## config.mk

```make
export PLATFORM = sky130hd
export DESIGN_NAME = iic_sinegen_seq
export DESIGN_NICKNAME = d
export VERILOG_FILES = /design/src/rtl/iic_sinegen_seq.sv
export SDC_FILE = /design/constraint.sdc
export NUM_CORES = 1
export LEC_CHECK = 0
export CORE_MARGIN = 2
export CORE_UTILIZATION = 50
export DETAILED_ROUTE_END_ITERATION = 10
export PLACE_DENSITY = 0.77
export SLEW_MARGIN = 20
export SYNTH_ARGS = -nofsm -noshare
export SYNTH_HDL_FRONTEND = slang
export SYNTH_SLANG_ARGS = --single-unit
```

## constraint.sdc

```tcl
create_clock -name clk_i -period 3.7 [get_ports clk_i]
set_input_delay 0.37 -clock clk_i [delete_from_list [all_inputs] [get_ports clk_i]]
set_output_delay 0.37 -clock clk_i [all_outputs]
set_load 0.005 [all_outputs]
```

## src/rtl/iic_sinegen_seq.sv

```systemverilog
// iic_sinegen_seq
// Sequencer in front of the 16-bit LUT sine generator. It owns the generator
// enable, step and advance strobe, paces reads at a programmable divider rate,
// runs bursts of N samples (or continuously until stopped) and hands each
// captured sample to a downstream consumer over a valid/ready port.
//
// Optional build macro: IIC_SINEGEN_SEQ_OVF_EN
//   When defined, backpressure never stalls the read cadence. A read that
//   lands on an unaccepted sample overwrites it and bumps a saturating 8-bit
//   overflow counter (ovf_cnt_o), which is cleared on each start.
`timescale 1ns/1ps

module iic_sinegen_seq #(
    parameter int DW      = 16,
    parameter int DIV_W   = 8,
    parameter int BURST_W = 12,
    parameter int WARMUP  = 2
) (
    input  logic               clk_i,
    input  logic               rst_i,
    input  logic [3:0]         cfg_step_i,
    input  logic [DIV_W-1:0]   cfg_div_i,
    input  logic [BURST_W-1:0] cfg_burst_i,
    input  logic               start_i,
    input  logic               stop_i,
    output logic               busy_o,
    output logic               done_o,
    output logic               sg_en_o,
    output logic [3:0]         sg_step_o,
    output logic               sg_rd_o,
    input  logic [DW-1:0]      sg_data_i,
    output logic [DW-1:0]      smp_data_o,
    output logic               smp_valid_o,
    input  logic               smp_ready_i
`ifdef IIC_SINEGEN_SEQ_OVF_EN
    ,
    output logic [7:0]         ovf_cnt_o
`endif
);

    // Warm-up counter only needs to hold WARMUP-1.
    localparam int WARM_W = (WARMUP > 1) ? $clog2(WARMUP) : 1;

    localparam logic [1:0] ST_IDLE = 2'd0;
    localparam logic [1:0] ST_WARM = 2'd1;
    localparam logic [1:0] ST_RUN  = 2'd2;
    localparam logic [1:0] ST_DONE = 2'd3;

    logic [1:0]         state_r;
    logic [1:0]         next_state_s;
    logic               start_s;
    logic               slot_free_s;
    logic               tick_s;
    logic               last_s;

    logic [DIV_W-1:0]   div_cfg_r;
    logic [BURST_W-1:0] burst_cfg_r;
    logic [3:0]         step_r;
    logic [WARM_W-1:0]  warm_cnt_r;
    logic [DIV_W-1:0]   div_cnt_r;
    logic [BURST_W-1:0] burst_cnt_r;

    logic [DW-1:0]      smp_data_r;
    logic               smp_valid_r;
    logic               busy_r;
    logic               done_r;
    logic               sg_en_r;

`ifdef IIC_SINEGEN_SEQ_OVF_EN
    logic [7:0]         ovf_cnt_r;
`endif

    // Read-tick qualification and next-state decode.
    always_comb begin
        next_state_s = state_r;
        start_s      = 1'b0;

`ifdef IIC_SINEGEN_SEQ_OVF_EN
        // Cadence is never held off by the consumer in overflow mode.
        slot_free_s = 1'b1;
`else
        // Output slot can take a new sample if empty or draining this cycle.
        slot_free_s = !smp_valid_r || smp_ready_i;
`endif

        // An abort in the same cycle suppresses the read.
        tick_s = (state_r == ST_RUN) && (div_cnt_r == {DIV_W{1'b0}})
                 && slot_free_s && !stop_i;

        // Nth sample of a finite burst; a zero burst length never ends here.
        last_s = tick_s && (burst_cfg_r != {BURST_W{1'b0}})
                 && (burst_cnt_r == {{(BURST_W-1){1'b0}}, 1'b1});

        case (state_r)
            ST_IDLE: begin
                // Stop wins over a simultaneous start.
                if (start_i && !stop_i) begin
                    next_state_s = ST_WARM;
                    start_s      = 1'b1;
                end else begin
                    next_state_s = ST_IDLE;
                end
            end
            ST_WARM: begin
                if (stop_i) begin
                    next_state_s = ST_DONE;
                end else if (warm_cnt_r == {WARM_W{1'b0}}) begin
                    next_state_s = ST_RUN;
                end else begin
                    next_state_s = ST_WARM;
                end
            end
            ST_RUN: begin
                if (stop_i || last_s) begin
                    next_state_s = ST_DONE;
                end else begin
                    next_state_s = ST_RUN;
                end
            end
            ST_DONE: begin
                next_state_s = ST_IDLE;
            end
            default: begin
                next_state_s = ST_IDLE;
            end
        endcase
    end

    // State register.
    always_ff @(posedge clk_i or posedge rst_i) begin
        if (rst_i) begin
            state_r <= ST_IDLE;
        end else begin
            state_r <= next_state_s;
        end
    end

    // Configuration snapshot taken only on the IDLE->WARM transition.
    always_ff @(posedge clk_i or posedge rst_i) begin
        if (rst_i) begin
            div_cfg_r   <= {DIV_W{1'b0}};
            burst_cfg_r <= {BURST_W{1'b0}};
            step_r      <= 4'd0;
        end else if (start_s) begin
            div_cfg_r   <= cfg_div_i;
            burst_cfg_r <= cfg_burst_i;
            step_r      <= cfg_step_i;
        end else begin
            div_cfg_r   <= div_cfg_r;
            burst_cfg_r <= burst_cfg_r;
            step_r      <= step_r;
        end
    end

    // Warm-up countdown: generator enabled for WARMUP cycles before the first read.
    always_ff @(posedge clk_i or posedge rst_i) begin
        if (rst_i) begin
            warm_cnt_r <= {WARM_W{1'b0}};
        end else if (start_s) begin
            warm_cnt_r <= WARM_W'(WARMUP - 1);
        end else if ((state_r == ST_WARM) && (warm_cnt_r != {WARM_W{1'b0}})) begin
            warm_cnt_r <= warm_cnt_r - {{(WARM_W-1){1'b0}}, 1'b1};
        end else begin
            warm_cnt_r <= warm_cnt_r;
        end
    end

    // Rate divider: zero outside RUN so the first RUN cycle can read at once;
    // parks at zero while the output slot is blocked.
    always_ff @(posedge clk_i or posedge rst_i) begin
        if (rst_i) begin
            div_cnt_r <= {DIV_W{1'b0}};
        end else if (state_r != ST_RUN) begin
            div_cnt_r <= {DIV_W{1'b0}};
        end else if (tick_s) begin
            div_cnt_r <= div_cfg_r;
        end else if (div_cnt_r != {DIV_W{1'b0}}) begin
            div_cnt_r <= div_cnt_r - {{(DIV_W-1){1'b0}}, 1'b1};
        end else begin
            div_cnt_r <= div_cnt_r;
        end
    end

    // Remaining samples in the current burst.
    always_ff @(posedge clk_i or posedge rst_i) begin
        if (rst_i) begin
            burst_cnt_r <= {BURST_W{1'b0}};
        end else if (start_s) begin
            burst_cnt_r <= cfg_burst_i;
        end else if (tick_s && (burst_cfg_r != {BURST_W{1'b0}})) begin
            burst_cnt_r <= burst_cnt_r - {{(BURST_W-1){1'b0}}, 1'b1};
        end else begin
            burst_cnt_r <= burst_cnt_r;
        end
    end

    // Output sample holding register; stays stable until accepted, in any state.
    always_ff @(posedge clk_i or posedge rst_i) begin
        if (rst_i) begin
            smp_data_r  <= {DW{1'b0}};
            smp_valid_r <= 1'b0;
        end else if (tick_s) begin
            smp_data_r  <= sg_data_i;
            smp_valid_r <= 1'b1;
        end else if (smp_valid_r && smp_ready_i) begin
            smp_data_r  <= smp_data_r;
            smp_valid_r <= 1'b0;
        end else begin
            smp_data_r  <= smp_data_r;
            smp_valid_r <= smp_valid_r;
        end
    end

    // Status flags registered from the next state so they align with state_r.
    always_ff @(posedge clk_i or posedge rst_i) begin
        if (rst_i) begin
            busy_r  <= 1'b0;
            done_r  <= 1'b0;
            sg_en_r <= 1'b0;
        end else begin
            busy_r  <= (next_state_s != ST_IDLE);
            done_r  <= (next_state_s == ST_DONE);
            sg_en_r <= (next_state_s == ST_WARM) || (next_state_s == ST_RUN);
        end
    end

`ifdef IIC_SINEGEN_SEQ_OVF_EN
    // Counts reads that overwrote an unaccepted sample; saturates at 255.
    always_ff @(posedge clk_i or posedge rst_i) begin
        if (rst_i) begin
            ovf_cnt_r <= 8'd0;
        end else if (start_s) begin
            ovf_cnt_r <= 8'd0;
        end else if (tick_s && smp_valid_r && !smp_ready_i && (ovf_cnt_r != 8'hFF)) begin
            ovf_cnt_r <= ovf_cnt_r + 8'd1;
        end else begin
            ovf_cnt_r <= ovf_cnt_r;
        end
    end

    assign ovf_cnt_o = ovf_cnt_r;
`endif

    // The read strobe is intentionally combinational: ready feeds straight
    // through so a stalled read fires in the very cycle the slot frees.
    assign sg_rd_o     = tick_s;
    assign busy_o      = busy_r;
    assign done_o      = done_r;
    assign sg_en_o     = sg_en_r;
    assign sg_step_o   = step_r;
    assign smp_data_o  = smp_data_r;
    assign smp_valid_o = smp_valid_r;

endmodule

```

==> results by group <==
Global routing
  • Grt ovf: 0
  • Largest net degree at the start of global routing: 47
  • Total GRT Usage: 20.61%
  • First-pass GRT wire length: 10330 um
  • Initial antenna violation count: 0
  • Number of global-route vias before repair: 2269

Route
  • DR vias/cell: 5.146
  • DRC Markers: 0
  • 1st-iter DRT viols: 101
  • Router iterations before antenna repair: 7
  • Final ANT Viol Nets: 0
  • Drt total wl: 6244 um
  • Via count: 2465
  • Routed wire per std cell: 13.04 um

Synth
  • Area leader, netlist: dfrtp_1
  • Number of synthesized flops with an enable pin: 0
  • Top-count cell post-synth: nand2_1
  • Mapped Avg Cell Area: 9.322 sq um
  • Seq/Total Area, Yosys: 55.51%
  • Flops & latches, synth: 67
  • Gate Count Post-Synth: 324
  • Syn Std Cell Area: 3020 sq um
  • Synth cell count leaders: nand2_1 (128), dfrtp_1 (67), xnor2_1 (15)
  • Post-synth ARST share: 100.0%
  • Top cell type's share of synthesized area: 55.51%
  • Netlist cell types: 38
  • Synth Net Count: 375
  • Syn. warnings: 0
  • Synth area leaders: dfrtp_1 (56%), nand2_1 (16%), xnor2_1 (4.3%), ha_1 (2.5%), nor4_1 (2.3%)
  • Main synth FF type: dfrtp_1

Floorplanning
  • FP Rows: 28
  • Starting Density: 51.32%
  • I/O Pins: 70
  • Die area: 6678 sq um
  • Die Height: 81.72 um
  • Core footprint: 5886 sq um
  • Die W: 81.72 um

CTS
  • Maximum buffer depth of the clock tree: 2
  • Clock root buffer: clkbuf_8
  • Cts repair resizes: 0
  • Hold-fix buffers at CTS: 0
  • H-Tree Depth: 3
  • CTS tree: done
  • Inserted Clock Buffers: 9
  • Clock sinks: 67
  • Post-CTS Setup Bufs: 0
  • Clk slew on worst S/H paths: 0.07 ns
  • Worst-Skew Late Latency: 0.34 ns

Setup path
  • CP startpoint: div_cnt_r[2]$_DFFE_PP0P_
  • Critical Path RT: 3.33 ns
  • R2R cell count: 6
  • Setup crit end kind: output pin
  • Setup crit start kind: flop
  • Critical Path AT: 2.91 ns
  • Slowest Stage Delay on Critical Path: 0.59 ns
  • Reg-to-reg endpoint: sg_en_o$_DFF_PP0_
  • Critical path type: reg -> out
  • Crit path to: sg_rd_o
  • Critical path depth: 5
  • Reg2reg setup slack: 0.69 ns
  • Buf+Inv Stages, Crit Path: 2
  • Critical Path Fanout Max: 13
  • Slowest CP cell: or4b_4
  • Crit path max-delay family: simple AND/OR/NAND/NOR gates
  • Critical R2R Launch: div_cnt_r[2]$_DFFE_PP0P_
  • Critical Path, Cell by Cell: or4_4 > or4b_4 > or3_1 > inv_2 > clkdlybuf4s50_1

Placed design
  • DP Area: 3816 sq um
  • Routability cong.: 0.7843
  • PortBufs: 69
  • Placed cell count: 463
  • DP Wirelength: 4471 um

Pwr
  • Leakage power: 0.001897 uW
  • Power density over the cells: 731.5 nW/um^2
  • Worst IR Drop VDD: 399.9 uV

Timing
  • RSZ-0062 raised after global routing: false
  • Min Hold Slack: 0.4653 ns
  • Final number of max-transition violations: 0
  • Max_slew headroom: 39.23%
  • Final period util: 88.55%
  • Setup Skew: 0.005603 ns
  • Finish-stage setup viols: 0
  • Setup_tns: 0 ns
  • Max Freq: 305.2 MHz
  • Worst slew pin tran: 0.9103 ns
  • Final Critical Period: 3.276 ns
  • Hold Vio Cnt, Final: 0

Layout
  • Area grow syn2layout: 32.68%
  • Post-route cell area: 4008 sq um
  • Util after Layout: 68.09%
  • Number of non-filler instances in the completed layout: 479
  • Fill cells: 472
  • Fin nets: 450
  • Layout cell share with drive strength beyond 1: 7.673%
  • Ant diodes: 0

Min path
  • HP Class: reg -> reg

Status
  • Status: completed

Run
  • Max Cap Violations: 0
## flip-flops by register name, indices dropped and copies added (netlist names), 2 cells and up
| name | cells |
|---|---|
| smp_data_o | 16 |
| burst_cfg_r | 12 |
| sg_step_o | 4 |
| div_cfg_r | 8 |
| burst_cnt_r | 12 |
| state_r | 2 |
| div_cnt_r | 8 |
## report_power, final
group,total (uW),leakage [uW],internal [uW],switching [uW]
sequential,1250,0.000846,1050,201
clock,575,0.0000997,316,259
combinational,1110,0.000951,582,524
total,2930,0.00190,1950,984
## cell usage in the layout (no fill, tap or decap), types with 2 or more instances in the layout
master	n
nand4_1	2
nand2b_1	4
nor2b_1	2
nand2_1	128
o21a_1	2
nor4b_1	3
nor4_1	11
nor2_1	13
dfrtp_1	67
o21ai_0	12
ha_1	6
xnor2_1	15
a21oi_1	2
or4_4	2
nor3_1	2
inv_1	9
a211oi_1	6
clkbuf_8	13
clkdlybuf4s50_1	69
nand3_1	2
inv_2	2
or3_1	5
buf_4	7
clkbuf_1	2
## worst reg2reg max path: stages (launching register included)
cell and delay [ns]:
dfrtp_1 0.41, or4_4 0.56, or4b_4 0.59, or4_4 0.62, nor4b_4 0.32, o21ai_0 0.12
ha_1 0.29
## through the flow
| stage | setup WS, ns | total power [uW] |
|---|---|---|
| 2_1_floorplan | 0.8941 | 1906 |
| 3_3_place_gp | 0.7301 | 2328 |
| 3_5_place_dp | 0.7019 | 2373 |
| 4_1_cts | 0.4149 | 2958 |
| 5_1_grt | 0.3477 | 3165 |
| 6_report | 0.4235 | 2932 |
## cell families after synthesis
| kind of cell | count (synthesis) | share of synthesized area [%] |
|---|---|---|
| AND/OR/NAND/NOR | 182 | 27.34 |
| AO/OA/AOI/OAI | 28 | 6.297 |
| multiplexers | 2 | 0.8284 |
| adder cells (fa/ha/maj) | 6 | 2.485 |
| XOR/XNOR | 16 | 4.640 |
| flip-flops | 67 | 55.51 |
| buffers and inverters | 23 | 2.900 |
## layout make-up
class,instances,area (sq um),area share (%)
flip-flops and latches,67,1677,41.84
multi-input cells,234,1261,31.47
repair buffers,76,743.2,18.55
clock buffers,15,186.4,4.652
well taps,75,93.84,2.342
inverters,11,41.29,1.030
clock inverters,1,5.005,0.1249
## worst min path at each step
stage | from | to | slack [ns] | cells past startpoint
4_1_cts | smp_data_o[14]$_DFFE_PP0P_ | smp_data_o[14]$_DFFE_PP0P_ | 0.47 | 2
3_3_place_gp | smp_data_o[2]$_DFFE_PP0P_ | smp_data_o[2]$_DFFE_PP0P_ | 0.45 | 2
3_5_place_dp | smp_data_o[14]$_DFFE_PP0P_ | smp_data_o[14]$_DFFE_PP0P_ | 0.46 | 2
2_1_floorplan | div_cfg_r[1]$_DFFE_PP0P_ | div_cfg_r[1]$_DFFE_PP0P_ | 0.45 | 2
5_1_grt | smp_data_o[12]$_DFFE_PP0P_ | smp_data_o[12]$_DFFE_PP0P_ | 0.49 | 2
6_report | smp_data_o[14]$_DFFE_PP0P_ | smp_data_o[14]$_DFFE_PP0P_ | 0.47 | 2
## layer usage
layer / vias to the layer above / wire (um) / GRT usage [%]
li1: 1220 / - / -
met1: 1141 / 2880 / 26.96
met2: 86 / 2838 / 33.41
met3: 18 / 370 / 3.956
met4: 0 / 155 / 9.167
met5: - / 0 / 0
Power figures use the tool's default switching activity.
